File: src/rtl/seq_dwell_monitor.sv
// Watches a hold-counter value stream: flags illegal steps, measures wrap period,
// and queues one {value, dwell length} record per multi-sample dwell in an FWFT FIFO.
module seq_dwell_monitor #(
    parameter int WIDTH    = 3,
    parameter int RUN_W    = 4,
    parameter int PERIOD_W = 8,
    parameter int DEPTH    = 4
) (
    input  logic                clk,
    input  logic                rst,
    input  logic                in_vld,
    input  logic [WIDTH-1:0]    in_val,
    output logic                ev_valid,
    input  logic                ev_ready,
    output logic [WIDTH-1:0]    ev_value,
    output logic [RUN_W-1:0]    ev_len,
    output logic                period_vld,
    output logic [PERIOD_W-1:0] period,
    output logic                seq_err,
    output logic [7:0]          drop_cnt
);

    localparam int AW = $clog2(DEPTH);

    localparam logic [0:0] S_INIT = 1'b0;
    localparam logic [0:0] S_RUN  = 1'b1;

    logic [0:0]          state_q, state_d;
    logic [WIDTH-1:0]    prev_q, prev_d;
    logic [RUN_W-1:0]    run_q, run_d;
    logic                armed_q, armed_d;
    logic [PERIOD_W-1:0] cnt_q, cnt_d;
    logic [PERIOD_W-1:0] period_q, period_d;
    logic                period_vld_q, period_vld_d;
    logic                seq_err_q, seq_err_d;
    logic [7:0]          drop_q, drop_d;
    logic [AW:0]         wr_q, wr_d;
    logic [AW:0]         rd_q, rd_d;

    logic [WIDTH-1:0]    val_mem_q [DEPTH];
    logic [RUN_W-1:0]    len_mem_q [DEPTH];

    logic [WIDTH-1:0]    prev_inc;
    logic [PERIOD_W-1:0] cnt_inc;
    logic                push, pop, full, empty, wr_en;

    assign prev_inc = prev_q + WIDTH'(1);
    assign cnt_inc  = (&cnt_q) ? cnt_q : cnt_q + PERIOD_W'(1);

    assign empty = (wr_q == rd_q);
    assign full  = (wr_q[AW] != rd_q[AW]) && (wr_q[AW-1:0] == rd_q[AW-1:0]);
    assign pop   = !empty && ev_ready;
    assign wr_en = push && (!full || pop);

    always_comb begin
        state_d      = state_q;
        prev_d       = prev_q;
        run_d        = run_q;
        armed_d      = armed_q;
        cnt_d        = cnt_q;
        period_d     = period_q;
        period_vld_d = 1'b0;
        seq_err_d    = seq_err_q;
        push         = 1'b0;
        if (in_vld) begin
            case (state_q)
                S_INIT: begin
                    prev_d  = in_val;
                    run_d   = RUN_W'(1);
                    state_d = S_RUN;
                end
                default: begin
                    if (armed_q) begin
                        cnt_d = cnt_inc;
                    end
                    if (in_val == prev_q) begin
                        if (!(&run_q)) begin
                            run_d = run_q + RUN_W'(1);
                        end
                    end else if (in_val == prev_inc) begin
                        push   = (run_q >= RUN_W'(2));
                        prev_d = in_val;
                        run_d  = RUN_W'(1);
                        // Stepping off the top value is the wrap that delimits a period.
                        if (&prev_q) begin
                            if (armed_q) begin
                                period_d     = cnt_q;
                                period_vld_d = 1'b1;
                            end
                            armed_d = 1'b1;
                            cnt_d   = PERIOD_W'(1);
                        end
                    end else begin
                        seq_err_d = 1'b1;
                        prev_d    = in_val;
                        run_d     = RUN_W'(1);
                        armed_d   = 1'b0;
                        cnt_d     = '0;
                    end
                end
            endcase
        end
    end

    always_comb begin
        wr_d   = wr_q + (AW+1)'(wr_en);
        rd_d   = rd_q + (AW+1)'(pop);
        drop_d = drop_q;
        if (push && full && !pop && (drop_q != 8'hFF)) begin
            drop_d = drop_q + 8'd1;
        end
    end

    always_ff @(posedge clk) begin
        if (rst) begin
            state_q      <= S_INIT;
            prev_q       <= '0;
            run_q        <= '0;
            armed_q      <= 1'b0;
            cnt_q        <= '0;
            period_q     <= '0;
            period_vld_q <= 1'b0;
            seq_err_q    <= 1'b0;
            drop_q       <= '0;
            wr_q         <= '0;
            rd_q         <= '0;
        end else begin
            state_q      <= state_d;
            prev_q       <= prev_d;
            run_q        <= run_d;
            armed_q      <= armed_d;
            cnt_q        <= cnt_d;
            period_q     <= period_d;
            period_vld_q <= period_vld_d;
            seq_err_q    <= seq_err_d;
            drop_q       <= drop_d;
            wr_q         <= wr_d;
            rd_q         <= rd_d;
        end
    end

    // Storage needs no reset: the pointers alone decide what is valid.
    always_ff @(posedge clk) begin
        if (wr_en) begin
            val_mem_q[wr_q[AW-1:0]] <= prev_q;
            len_mem_q[wr_q[AW-1:0]] <= run_q;
        end
    end

    assign ev_valid   = !empty;
    assign ev_value   = val_mem_q[rd_q[AW-1:0]];
    assign ev_len     = len_mem_q[rd_q[AW-1:0]];
    assign period_vld = period_vld_q;
    assign period     = period_q;
    assign seq_err    = seq_err_q;
    assign drop_cnt   = drop_q;

endmodule
File: config.mk
export PLATFORM = sky130hd
export DESIGN_NAME = seq_dwell_monitor
export DESIGN_NICKNAME = d
export VERILOG_FILES = /design/src/rtl/seq_dwell_monitor.sv
export SDC_FILE = /design/constraint.sdc
export NUM_CORES = 1
export LEC_CHECK = 0
export BUFFER_PORTS_ARGS = -buffer_cell sky130_fd_sc_hd__clkbuf_2
export CORE_ASPECT_RATIO = 0.7
export CORE_MARGIN = 4
export CORE_UTILIZATION = 50
export DETAILED_ROUTE_END_ITERATION = 16
export GPL_TIMING_DRIVEN = 0
export PLACE_DENSITY = 0.7
export SYNTH_ARGS = -nofsm -noshare
export SYNTH_HDL_FRONTEND = slang
export SYNTH_SLANG_ARGS = --single-unit
File: constraint.sdc
create_clock -name clk -period 3.3 [get_ports clk]
set_input_delay 0.33 -clock clk [delete_from_list [all_inputs] [get_ports clk]]
set_output_delay 0.33 -clock clk [all_outputs]
set_load 0.02 [all_outputs]
==> flow_summary.json <==
{
  "status": "finished clean",
  "rr_endpoint": "len_mem_q[1][0]",
  "cts_sinks": 69,
  "antenna_found_initial": 0,
  "initial_core_util_pct": 51.8,
  "syn_avg_cell_area_sq_um": 12.0,
  "wl_met1_microns": 2670,
  "combinationalPowerShare_pct": 3.2,
  "rsz0062_at_grt": "no",
  "p_clk_share_pct": 44.2,
  "die_w_microns": 100,
  "setup_viol": 0,
  "die_h_microns": 72.6,
  "hold_depth": 3,
  "synth_fp_nets": 265,
  "hold_path.class": "in2reg",
  "finalHoldViolations": 0,
  "num-fill-cells": 493,
  "synth_top_cell_by_area": "edfxtp_1",
  "grt_pass1_vias": 1956,
  "rows": 23,
  "synth_seq_area_share_pct": 55.7,
  "clk_latency_ns": 0.34,
  "htree_levels": 3,
  "min_period_ns": 2.97,
  "die_area_sq_mm": 0.00728,
  "synth-seq-cells": 69,
  "slew_violations": 0,
  "hp-start": "in_val[0]",
  "core-area_sq_mm": 0.00576,
  "cp_max_fo": 8,
  "utilization_pct": 60.1,
  "fmax_mhz": 337,
  "avgViaCountPerCell": 5.40,
  "synthesis.area_sq_mm": 0.00298,
  "final_area_sq_mm": 0.00346,
  "fin_nets": 307,
  "hold_path_end": "prev_q[0]",
  "wire_per_inst_microns": 15.0,
  "area.growth.synth_to_final_pct": 16.0,
  "power.switching_uw": 369,
  "diodes": 0,
  "yosysWarnings": 0,
  "ant_nets": 0,
  "leakagePower_nw": 1.29,
  "max_slew_margin_pct": 56.0,
  "period_share_pct": 89.9,
  "final_cell_mix": "dfxtp_1, nor2_1, clkbuf_2",
  "cp-start-kind": "flop",
  "reg2reg_depth": 8,
  "syn_inst": 248,
  "hold_ws_ns": 0.255,
  "p_int_mw": 1.34,
  "cts_root_buf": "clkbuf_8",
  "max_cap_violations": 0,
  "dr_wl_met2_microns": 2560,
  "routed_wl_microns": 5540,
  "dr.pass1.iters": 5,
  "synth_cell_types": 41,
  "drive_above_1_share_pct": 22.0,
  "cts_tree": "yes",
  "critPathKind": "reg2reg",
  "switching_share_pct": 21.6,
  "synth_top_area_share_pct": 28.2,
  "setup_tns_ns": 0,
  "route.met3.wl_microns": 241,
  "crit_required_ns": 3.28,
  "grt_pass1_wl_microns": 9470,
  "io_pins": 33,
  "place.port_buffers": 31,
  "overflow": 0,
  "synth_area_leaders": "edfxtp_1, dfxtp_1, mux2i_1",
  "num_vias": 1999,
  "drt_iter0_markers": 129,
  "power_frac_seq_pct": 52.7,
  "power.total_mw": 1.71,
  "grt_max_degree": 14,
  "path_clk_slew_ns": 0.07,
  "cts_buffers": 9,
  "placed_cell_area_sq_mm": 0.00323,
  "fin_worst_skew_ns": 0.00612,
  "crit_arrival_ns": 2.94,
  "final_common_cell": "dfxtp_1",
  "rrSetupSlack_ns": 0.33,
  "worstMarginPinSlew_ns": 0.658,
  "drc_errors": 0,
  "highest_layer": "met4",
  "endpoint_kind": "flop",
  "cts.path.max_buffers": 2,
  "place_congestion": 0.795,
  "hpwl_microns": 3920,
  "track_usage_pct": 17.0,
  "timing.rr.start": "prev_q[0]",
  "vdd_drop_max_uv": 290,
  "power_density_mw_per_mm2": 494
}
flip-flops by register name, summed over array words and instances, names as in the netlist:
| signal | count |
|---|---|
| run_q | 4 |
| state_q | 1 |
| period | 8 |
| period_vld | 1 |
| prev_q | 3 |
| armed_q | 1 |
| len_mem_q | 16 |
| wr_q | 3 |
| rd_q | 3 |
| val_mem_q | 12 |
| drop_cnt | 8 |
| cnt_q | 8 |
| seq_err | 1 |
synthesized netlist by cell type (all sizes together):
cell / count
dfxtp: 41
nor2: 31
edfxtp: 28
mux2i: 16
nand2: 11
ha: 10
a21oi: 9
nand3: 9
xor2: 8
mux4: 7
nand4: 7
o21ai: 7
xnor2: 7
buf: 5
inv: 5
or3: 5
clkbuf: 4
nor2b: 4
nor3: 4
nor3b: 4
nor4: 4
and3: 3
a31oi: 2
and4: 2
nand2b: 2
o31ai: 2
or4: 2
a211oi: 1
a311oi: 1
a41oi: 1
and2: 1
and3b: 1
mux2: 1
nand4bb: 1
o2111ai: 1
or2: 1
repair_timing:
action                     CTS  global route
setup endpoints to repair    7             0
resized for setup            1             0
hold buffers                 0             0
buffers inserted             0             0
critical path, stage by stage (launching register included):
cell     delay, ns
dfxtp_1       0.50
ha_1          0.21
ha_1          0.23
xor2_1        0.14
or3_1         0.32
buf_6         0.15
nor4_2        0.43
nand2_1       0.10
nor2_1        0.52
how the worst max path moves through the flow:
stage                       to      start  depth (start not counted)
2_1_floorplan  len_mem_q[0][0]  prev_q[0]                          7
3_5_place_dp   val_mem_q[0][2]  prev_q[0]                          7
6_report       len_mem_q[1][0]  prev_q[0]                          8
4_1_cts        len_mem_q[0][1]  prev_q[0]                          7
5_1_grt        len_mem_q[1][0]  prev_q[0]                          8
3_3_place_gp   val_mem_q[0][0]  prev_q[0]                          7
metal layers:
metal	track usage, %	vias to the layer above
met3	6.11	6
li1	-	1005
met4	6.28	0
met5	0	-
met1	22.0	950
met2	26.5	38
through the flow:
step	setup WS (ns)	instances
2_1_floorplan	0.500	248
3_3_place_gp	0.0143	354
3_5_place_dp	-0.0846	354
4_1_cts	0.295	370
5_1_grt	0.132	370
6_report	0.334	370
power groups by stage:
stage | clock [mW] | sequential [mW] | combinational, mW
finish | 0.754 | 0.899 | 0.0545
global route | 0.813 | 0.900 | 0.0614
CTS | 0.775 | 0.899 | 0.0552
detailed placement | 0 | 0.919 | 0.0549
global placement | 0 | 0.918 | 0.0540
floorplan | 0 | 0.916 | 0.0374
kinds of logic (layout without fill, tap and decap cells):
kind of cell / after synthesis / count (layout) / synth area share [%]
and+or+nand+nor: 92 / 92 / 17.5
DFF: 69 / 69 / 55.7
AOI/OAI and AO/OA: 24 / 24 / 4.74
muxes: 24 / 24 / 11.0
xor gates and xnor gates: 15 / 15 / 4.41
buffers and inverters: 14 / 61 / 2.35
adders and majority gates: 10 / 10 / 4.20
cell type report:
type                       count  area [sq um]  area share [%]
sequential                    69          1660            48.0
multi-input combinational    165          1250            36.3
timing repair buffer          31           155            4.49
clock buffer                   9           124            3.58
clock inverter                 7          98.8            2.86
tap                           75          93.8            2.71
buffer                         9          51.3            1.48
inverter                       5          18.8           0.543
(Power assumes the default switching activity.)
